<file path="config.mk">
export PLATFORM = sky130hd
export DESIGN_NAME = mem_stage_ctrl
export DESIGN_NICKNAME = d
export VERILOG_FILES = /design/src/rtl/mem_stage_ctrl.sv
export SDC_FILE = /design/constraint.sdc
export NUM_CORES = 1
export LEC_CHECK = 0
export ABC_AREA = 1
export BUFFER_PORTS_ARGS = -buffer_cell sky130_fd_sc_hd__buf_2
export CAP_MARGIN = 20
export CELL_PAD_IN_SITES_DETAIL_PLACEMENT = 1
export CELL_PAD_IN_SITES_GLOBAL_PLACEMENT = 1
export CORE_MARGIN = 1.5
export CORE_UTILIZATION = 30
export DETAILED_ROUTE_END_ITERATION = 7
export PLACE_DENSITY_LB_ADDON = 0.2
export SKIP_LAST_GASP = 1
export SYNTH_ARGS = -nofsm -noshare
export SYNTH_HDL_FRONTEND = slang
export SYNTH_SLANG_ARGS = --single-unit
</file>
<file path="constraint.sdc">
create_clock -name clk -period 2.5 [get_ports clk]
set_clock_uncertainty 0.2 [all_clocks]
set_input_delay 0.125 -clock clk [delete_from_list [all_inputs] [get_ports clk]]
set_output_delay 0.125 -clock clk [all_outputs]
set_load 0.01 [all_outputs]
</file>
<file path="src/rtl/mem_stage_ctrl.sv">
// MEM-stage controller: issues single-cycle data-memory requests, stalls the
// pipeline while a load/store is outstanding, and hands the result to MEM/WB.
// Misaligned accesses and memory timeouts turn the instruction into a bubble
// and raise a sticky error flag.
module mem_stage_ctrl #(
  parameter int TIMEOUT = 15
) (
  input  logic        clk,
  input  logic        rst,
  input  logic        Valid_In,
  input  logic        MemRead_In,
  input  logic        MemWrite_In,
  input  logic [15:0] Addr_In,
  input  logic [15:0] WriteData_In,
  input  logic [2:0]  WR_In,
  input  logic        WriteToReg_In,
  input  logic        RegWriteDataSel_In,
  output logic        mem_req,
  output logic        mem_wr,
  output logic [15:0] mem_addr,
  output logic [15:0] mem_wdata,
  input  logic [15:0] mem_rdata,
  input  logic        mem_done,
  output logic [15:0] ReadData_ToW,
  output logic [15:0] ALUResult_Out_ToW,
  output logic [2:0]  WR_Out_ToW,
  output logic        WriteToReg_ToW,
  output logic        RegWriteDataSel_Out_ToW,
  output logic        Stall_Out,
  output logic        Err
);

  typedef enum logic {S_IDLE, S_WAIT} state_t;

  // Last WAIT count at which a missing mem_done becomes an abort.
  localparam logic [3:0] LAST_CNT = 4'(TIMEOUT - 1);

  state_t      state_reg, state_next;
  logic [3:0]  cnt_reg, cnt_next;
  logic        err_reg, err_next;
  logic [15:0] addr_reg, addr_next;
  logic [15:0] wdata_reg, wdata_next;
  logic        wr_reg, wr_next;

  logic mem_op;
  logic issue;
  logic misaligned;
  logic complete;
  logic abort;

  assign mem_op = Valid_In & (MemRead_In | MemWrite_In);

  // Next-state logic: issue/misalign decisions in IDLE, completion/timeout in WAIT.
  always_comb begin
    state_next = state_reg;
    cnt_next   = cnt_reg;
    err_next   = err_reg;
    addr_next  = addr_reg;
    wdata_next = wdata_reg;
    wr_next    = wr_reg;
    issue      = 1'b0;
    misaligned = 1'b0;
    complete   = 1'b0;
    abort      = 1'b0;
    case (state_reg)
      S_IDLE: begin
        if (mem_op) begin
          if (Addr_In[0]) begin
            misaligned = 1'b1;
            err_next   = 1'b1;
          end else begin
            issue      = 1'b1;
            state_next = S_WAIT;
            cnt_next   = 4'd0;
            addr_next  = Addr_In;
            wdata_next = WriteData_In;
            wr_next    = MemWrite_In;
          end
        end
      end
      S_WAIT: begin
        if (mem_done) begin
          complete   = 1'b1;
          state_next = S_IDLE;
        end else if (cnt_reg == LAST_CNT) begin
          abort      = 1'b1;
          err_next   = 1'b1;
          state_next = S_IDLE;
        end else begin
          cnt_next = cnt_reg + 4'd1;
        end
      end
      default: state_next = S_IDLE;
    endcase
  end

  // State, timeout counter, sticky error and captured request fields.
  always_ff @(posedge clk or negedge rst) begin
    if (!rst) begin
      state_reg <= S_IDLE;
      cnt_reg   <= 4'd0;
      err_reg   <= 1'b0;
      addr_reg  <= 16'h0000;
      wdata_reg <= 16'h0000;
      wr_reg    <= 1'b0;
    end else begin
      state_reg <= state_next;
      cnt_reg   <= cnt_next;
      err_reg   <= err_next;
      addr_reg  <= addr_next;
      wdata_reg <= wdata_next;
      wr_reg    <= wr_next;
    end
  end

  // Memory-side outputs: live inputs in the request cycle, captured copy while waiting.
  assign mem_req   = rst & issue;
  assign mem_wr    = rst & (issue ? MemWrite_In : ((state_reg == S_WAIT) & wr_reg));
  assign mem_addr  = issue ? Addr_In : addr_reg;
  assign mem_wdata = issue ? WriteData_In : wdata_reg;

  // Pipeline-side outputs; reset releases the stall immediately.
  assign Stall_Out = rst & mem_op & ~complete & ~abort & ~misaligned;

  assign WriteToReg_ToW = Valid_In & WriteToReg_In & ~Stall_Out & ~abort & ~misaligned
                        & ~(complete & MemWrite_In);

  assign ReadData_ToW            = (complete & Valid_In & MemRead_In) ? mem_rdata : 16'h0000;
  assign ALUResult_Out_ToW       = Addr_In;
  assign WR_Out_ToW              = WR_In;
  assign RegWriteDataSel_Out_ToW = RegWriteDataSel_In;
  assign Err                     = err_reg;

endmodule

</file>
## After elaboration in Yosys (flattened, before gate mapping)

Index checks and enable logic that the tools add are counted.

- Register bits after elaboration: 38
- Bits of input ports: 59
- Output and inout port bits: 73
- Logic and storage cells: 69

- $add $sub $neg: 1
- Eq/ne operators: 7
- Mux-type cells: 28
- Bitwise gates (word level): 24
- Reduce and logical (&&, ||, !) cells: 3

Operators by type and width:

| operator | number |
|---|---|
| 2-to-1 mux 16 bit | 3 |
| 2-to-1 mux 1 bit | 18 |
| AND 1 bit | 16 |
| 2-to-1 mux 4 bit | 4 |
| inequality test 2 bit (second input constant) | 5 |
| one-hot mux 4 bit (2 select lines) | 1 |
| AND reduction 4 bit | 2 |
| inverter 1 bit | 7 |
| adder 4 x 1 -> 4 bit (second input constant) | 1 |
| equality test 4 bit (second input constant) | 1 |
| one-hot mux 1 bit (2 select lines) | 2 |
| AND reduction 3 bit | 1 |
| inequality test 2 x 1 -> 1 bit (second input constant) | 1 |
| OR 1 bit | 1 |

## Longest topological paths before layout

Gate-level depths: netlist of run 1.

- Word-level depth: 12
- Mapped depth: 7
- Mapped depth without buffers: 7

## Worst setup path before layout of run 1

OpenSTA, ideal clock, no wires.

- Path kind: register -> output
- Start point: reg state_reg
- End point: out mem_wdata[10]
- Data arrival time: 1.119 ns
- Slack: 1.056 ns
- Stages on the path, launching flop included: 5
- Path buffers: 1
- Path through: dfrtp_1 > nor2_2 > buf_1 > nand3_1 > nand2_1

- Longest elaborated chain between the ends: 2

RTL lines:

| element | RTL line | RTL |
|---|---|---|
| start: declaration | 38 | `state_t state_reg, state_next;` |
| start signal: assignment | 107 | `state_reg <= state_next;` |
| 2-to-1 mux 1 bit | 65 | `case (state_reg)` |
| 2-to-1 mux 16 bit | 120 | `assign mem_wdata = issue ? WriteData_In : wdata_reg;` |
| end: declaration | 21 | `output logic [15:0] mem_wdata,` |

No other way between the ends.

## Final worst setup path of run 1

- Start point: in MemWrite_In
- End point: out mem_wdata[15]

- Longest elaborated chain between the ends: 5

RTL lines:

| element | RTL line | RTL |
|---|---|---|
| start: declaration | 12 | `input logic MemWrite_In,` |
| OR 1 bit | 51 | `assign mem_op = Valid_In & (MemRead_In \| MemWrite_In);` |
| AND 1 bit | 51 |  |
| 2-to-1 mux 1 bit | 67 | `if (mem_op) begin` |
| 2-to-1 mux 1 bit | 65 |  |
| 2-to-1 mux 16 bit | 120 |  |

No other way between the ends.

==> metrics.md, run 1 <==
| Metric | Value |
|---|---|
| Status | completed |
| Slew headroom | around 65% |
| Leak | approximately 1.9 nW |
| Avg Synthesized Cell Area | about 7.3 µm² |
| Detailed Routing Iterations Pass 1 | 4 |
| # resized after CTS | 0 |
| Slowest cell delay on critical path | roughly 530 ps |
| CTS H-tree depth | 2 |
| Total CTS buffers | 5 |
| Maximum vdd ir drop | 0.240 mV |
| Tcrit/Tclk final | roughly 88% |
| Hold violation count in the final report | 0 |
| Residual DRC | 0 |
| Gr usage total | roughly 17% |
| RR Startpoint | cnt_reg[0] |
| Critical path endpoint category | primary output |
| Synth-to-layout area growth | 46.7% |
| YS warnings | 0 |
| FP Rows | 30 |
| Critical Path AT | ~1900 ps |
| Crit path from | MemWrite_In |
| Critical Path RT | approximately 2200 ps |
| HP Start | WR_In[2] |
| Top_reg_cell synth | dfrtp_1 |
| Routed vias/inst | between 4 and 5 |
| Sink Count | 38 |
| Placeable core area | 0.00672 mm² |
| Layout cells sized above 1 | roughly a third |
| Post-synthesis async set-or-reset flop share | 100% |
| Nets | 480 |
| Largest net degree at the start of global routing | 39 |
| Register area share after synthesis | roughly 46% |
| Die height | between 80 and 90 µm |
| Cell taking the most area after synthesis | dfrtp_1 |
| CTS tree | yes |
| Register-to-Register Path Depth | 5 |
| Crit path top cell by count | nand2_1 |
| Wirelength per Cell | around 12 µm |
| Root buffer cell | clkbuf_8 |
| Synth top cells by count | nand2_1, nand3_1, dfrtp_1 |
| Mapped Cells | between 200 and 300 |
| Power Dens Cells | approximately 590 mW/mm² |
| Final instance area | between 0.003 and 0.004 mm² |
| Setup CP Type | in2out |
| Number of enable flip-flop cells after synthesis | 0 |
| Slew Limit Fails | 0 |
| Placement Cell Area | about 0.0026 mm² |
| Initial Utilization | between 30% and 40% |
| Share of the synthesized area in the top cell type | a little under half |
| I/O pins | about 130 |
| First-pass GRT wire length | 9980 µm |
| Vias in the first global route | between 2000 and 2500 |
| TNS Setup | 0 ps |
| I/O Buffers | between 100 and 150 |
| Min-Delay Path Depth | 0 |
| Slew @ Worst Pin | 525 ps |
| Filler Cell Count | 878 |
| Antenna cells | 0 |
| Clock Tree Buf Depth | 2 |
| Initial antenna violation count | 0 |
| Die ar. | around 0.0074 mm² |
| Final setup viols | 0 |
| Flip-flop count of the largest register after layout | 16 |
| Max Cap Viol | 0 |
| DP HPWL | 4230 µm |
| Type of origin of the critical path | input port |
| Fin crit period | 2210 ps |
| Latest clock arrival within the worst-skew pair | around 290 ps |
| Post-Syn Nets | roughly 350 |
| Post-synthesis cell type count | 20 |
| Post-CTS Setup Bufs | 0 |
| WL final | a little over 6000 µm |
| Crit path max-delay cell type | dlygate4sd3_1 |
| Cell with the most instances after synthesis | nand2_1 |
| Overflow after GRT | 0 |
| Reg area | about 950 µm² |
| Chip Width | between 80 and 90 µm |
| #FFs+latches synth | 38 |
| CP cell instances | dlygate4sd3_1 > buf_2 > o21a_1 > nand2_1 > buf_12 > nand2_1 > nand2_1 > buf_2 |
| CTS Hold Bufs | 35 |
| Worst hold slack | around 50 ps |
| Via count | ~2200 |
| Hold crit path type | in2out |
| Unrepaired setup endpoints after global routing | no |
| Largest cells by area after synthesis | dfrtp_1, nand2_1, nand3_1 |
| Area of the multi-input gates | about 800 µm² |
| Number of nets with antenna violations after routing | 0 |
| Syn Std Cell Area | between 0.002 and 0.0025 mm² |
| Fmax | about 450 MHz |
| Crit-path max FO | 25 |
| GPL Wtd Cong | a little under 0.7 |
| Iter 0 DRT Violations | between 70 and 80 |
## per-layer routing
metal  global-route usage, %  up-vias  routed length (µm)
met5                       0        -                   0
met4                    5.28        0                  69
met3                    4.81        7                 552
met2                    29.0      100                2790
met1                    20.4     1021                2700
li1                        -     1114                   -
## cells in the final DEF, fill, tap and decap left out, types with 2 or more instances in the layout
master	synthesis	final
ha_1	2	2
dfrtp_1	38	38
buf_2	5	122
clkbuf_8	0	6
nand4_1	2	2
nand2_1	115	115
dlygate4sd3_1	0	35
inv_1	22	22
buf_4	22	3
nor2_1	24	24
nand3_1	40	40
## where the power goes
group	total (mW)	internal, mW	switching [mW]
registers	0.777	0.731	0.0464
logic	0.564	0.238	0.327
clock network	0.438	0.223	0.216
total	1.78	1.19	0.589
## stage by stage
stage | std cells | util [%] | power (mW) | setup slack (ps)
floorplan | 284 | - | 1.10 | 1060
finish | 500 | 45.2 | 1.78 | 290
global route | 500 | 45.2 | 1.90 | 124
CTS | 500 | 45.2 | 1.80 | 264
detailed placement | 457 | 38.6 | 1.32 | 714
global placement | 457 | 38.6 | 1.31 | 741
## cell type report
class                   instances  share of cell area, %
clock buffers                   7                   2.84
repair buffers                161                   33.0
flip-flops and latches         38                   31.3
clock inverters                 1                  0.165
well taps                      80                   3.30
inverters                      23                   2.84
multi-input cells             190                   26.5
## kinds of logic after synthesis
family                   Yosys count  share of synthesized area [%]
AND/OR/NAND/NOR                  184                           36.5
buffers and inverters             56                           15.2
flip-flops                        38                           45.9
AO/OA/AOI/OAI                      2                          0.604
adder cells (fa/ha/maj)            2                           1.21
XOR/XNOR                           1                          0.423
other                              1                          0.181
## critical path, delay by kind of cell
family                 cells  cell delay, ps
buffers and inverters      4            1030
AND/OR/NAND/NOR            3             540
AO/OA/AOI/OAI              1             170
## worst paths after layout
check                                      to  slack, ps
worst max register to register            Err        710
min in group asynchronous       wdata_reg[10]        270
worst max-delay path            mem_wdata[15]        290
worst min register to register  wdata_reg[10]        270
max in group asynchronous         addr_reg[7]       1500
worst min-delay path            WR_Out_ToW[2]         50
Power figures use the tool's default switching activity.
==> run 2, diff against run 1 <==
--- a/config.mk
+++ b/config.mk
@@ -5,13 +5,13 @@
 export SDC_FILE = /design/constraint.sdc
 export NUM_CORES = 1
 export LEC_CHECK = 0
-export ABC_AREA = 1
+export ABC_AREA = 0
 export BUFFER_PORTS_ARGS = -buffer_cell sky130_fd_sc_hd__buf_2
 export CAP_MARGIN = 20
 export CELL_PAD_IN_SITES_DETAIL_PLACEMENT = 1
 export CELL_PAD_IN_SITES_GLOBAL_PLACEMENT = 1
 export CORE_MARGIN = 1.5
-export CORE_UTILIZATION = 30
+export CORE_UTILIZATION = 33
 export DETAILED_ROUTE_END_ITERATION = 7
 export PLACE_DENSITY_LB_ADDON = 0.2
 export SKIP_LAST_GASP = 1
==> run 2 against run 1 <==
Fmax shrank 3.5%. Core utilization rose by 2.1 points. Sequential power is 8.8% higher. Combinational power increased by 44%. Global-route usage fell by 2.3 points. Final area up 15%. Clock power increased by 16%. Non-clock buffer count shrank 2.
==> metrics.md, run 2 <==
| Metric | Value |
|---|---|
| Die ar. | ~0.0083 mm² |
| Crit-path max FO | 33 |
| Top_reg_cell synth | dfrtp_1 |
| Chip Width | between 90 and 100 µm |
| FP Rows | 31 |
| Avg Synthesized Cell Area | between 10 and 15 µm² |
| Cell taking the most area after synthesis | dfrtp_1 |
| CTS tree | yes |
| Post-synthesis cell type count | 31 |
| Critical Path AT | ~2000 ps |
| Latest clock arrival within the worst-skew pair | 280 ps |
| Fin crit period | about 2300 ps |
| Final setup viols | 0 |
| Clock Tree Buf Depth | 2 |
| Largest net degree at the start of global routing | 34 |
| Leak | around 1.9 nW |
| Post-Syn Nets | between 200 and 300 |
| Filler Cell Count | between 800 and 900 |
| Tcrit/Tclk final | between 90% and 100% |
| Max Cap Viol | 0 |
| Maximum vdd ir drop | between 0.2 and 0.25 mV |
| Tot Pwr | 2.16 mW |
| Power Dens Cells | about 620 mW/mm² |
| Status | completed |
| Critical path endpoint category | primary output |
| Number of enable flip-flop cells after synthesis | 0 |
| # resized after CTS | 0 |
| Share of the synthesized area in the top cell type | between 30% and 40% |
| Post-synthesis async set-or-reset flop share | between 90% and 100% |
| I/O pins | ~130 |
| Crit path max-delay cell type | dlygate4sd3_1 |
| Critical Path RT | around 2200 ps |
| Flip-flop count of the largest register after layout | 16 |
| TNS Setup | 0 ps |
| Slew @ Worst Pin | around 480 ps |
| YS warnings | 0 |
| Met3 usage | between 5 and 6% |
| Crit path top cell by count | buf_2 |
| Die height | 91.1 µm |
| Layout cells sized above 1 | approximately three fifths |
| Synth top cells by count | mux2_4, dfrtp_1, buf_4 |
| WL final | approximately 5900 µm |
| Residual DRC | 0 |
| Slowest cell delay on critical path | ~540 ps |
| Synth-to-layout area growth | 36.0% |
| Via count | 1916 |
| Commonest non-fill, non-tap cell in the layout | buf_2 |
| Mapped Cells | 190 |
| Hold crit path type | in2out |
| Setup CP Type | in2out |
| Slew Limit Fails | 0 |
| Antenna cells | 0 |
| Number of nets with antenna violations after routing | 0 |
| Cell with the most instances after synthesis | mux2_4 |
| Detailed Routing Iterations Pass 1 | 4 |
| Met1 usage in global routing | between 10% and 20% |
| CP cell instances | dlygate4sd3_1 > buf_2 > o21ai_4 > nand2b_4 > buf_12 > mux2_4 > buf_2 |
| Hold violation count in the final report | 0 |
| Placeable core area | about 0.0074 mm² |
| Most frequent cells in the layout | buf_2, mux2_4, dfrtp_1, dlygate4sd3_1, and2_1 |
| Slew headroom | between 60% and 70% |
| Vias in the first global route | a little over 2000 |
| Unrepaired setup endpoints after global routing | no |
| Met2 usage | 25.5% |
| Syn Std Cell Area | roughly 0.0026 mm² |
| #FFs+latches synth | 38 |
| Fmax | 436 MHz |
| GPL Wtd Cong | between 0.6 and 0.7 |
| Overflow after GRT | 0 |
| Initial Utilization | approximately a third |
| CTS H-tree depth | 2 |
| Grt peak-use layer | met2 |
| Gr usage total | between 10% and 20% |
| Root buffer cell | clkbuf_8 |
| Nets | between 300 and 400 |
| Initial antenna violation count | 0 |
| DP HPWL | between 4000 and 5000 µm |
| Largest cells by area after synthesis | dfrtp_1, mux2_4, buf_4 |
| Wirelength per Cell | about 14 µm |
| Type of origin of the critical path | input port |
| Routed vias/inst | approximately 4.5 |
| Sink Count | 38 |
| First-pass GRT wire length | between 9000 and 10000 µm |
| I/O Buffers | roughly 120 |
| Iter 0 DRT Violations | 15 |
| Register area share after synthesis | between 30% and 40% |
| Total CTS buffers | 5 |
-- run 2: cell types whose count changed in the layout (fill, tap and decap cells not counted), moves of 3 or more --
cell and change:
and2_1 +16, nand2_1 -112, o21ai_0 +4, inv_1 -19
nor2_1 -21, nand3_1 -33, mux2_2 +3, nand2b_1 +3
mux2_4 +59
-- run 2: final timing paths --
path / from / end / slack [ps] / cells past startpoint
setup reg to reg: state_reg / wr_reg / 830 / 4
hold reg to reg: Err / Err / 290 / 1
hold / removal: WR_In[2] / WR_Out_ToW[2] / 50 / 0
min in group asynchronous: rst / cnt_reg[2] / 70 / 2
setup / recovery: MemWrite_In / mem_addr[7] / 210 / 7
max in group asynchronous: rst / addr_reg[6] / 1330 / 3
-- run 2: cell families (layout without fill, tap and decap cells) --
family          Yosys count  after routing  share of synthesized area, %
buf+inv                  33            170                          12.4
compound gates           11             11                          3.03
fa+ha+maj                 2              2                         0.977
other cells               1              1                         0.146
flops                    38             38                          37.1
simple gates             41             41                          9.62
mux                      64             64                          36.7
-- run 2: metal layers --
layer / share of wire (%) / vias to the layer above
li1: - / 907
met1: 42 / 910
met2: 49 / 89
met3: 7.3 / 10
met4: 1.9 / 0
met5: 0 / -
-- run 2: critical path: cells and delay by family --
kind                   cells  cell delay [ps]
AO/OA/AOI/OAI              1              210
buffers and inverters      4             1070
multiplexers               1              330
AND/OR/NAND/NOR            1              200
-- run 2: area by class of cell --
class / instances / area, µm² / area share (%)
Multi-Input combinational cell: 119 / 1290 / 37.1
Timing Repair Buffer: 159 / 998 / 28.7
Clock inverter: 1 / 30.0 / 0.862
Sequential cell: 38 / 951 / 27.3
Inverter: 3 / 11.3 / 0.323
Tap cell: 99 / 124 / 3.56
Clock buffer: 7 / 76.3 / 2.19
-- run 2: what timing repair did --
action | 4_1_cts | 5_1_grt
hold endpoints to repair | 70 | 0
setup buffers | 0 | 0
hold buffers | 34 | 0
-- run 2: stage by stage --
| stage | setup WS (ps) | hold slack [ps] | std cells | instance area [µm²] | utilization [%] |
|---|---|---|---|---|---|
| finish | 209 | 50.0 | 426 | 3480 | 47.3 |
| global route | 31.2 | 50.1 | 426 | 3480 | 47.3 |
| CTS | 184 | 25.3 | 426 | 3480 | 47.3 |
| detailed placement | 548 | -157 | 384 | 3040 | 41.2 |
| global placement | 591 | -157 | 384 | 3040 | 41.2 |
| floorplan | 748 | -371 | 190 | 2560 | - |
-- run 2: where the power goes --
group          internal (mW)  leakage [nW]  switching, mW
combinational          0.515          1.40          0.297
clock                  0.299        0.0524          0.209
sequential             0.754         0.453         0.0901
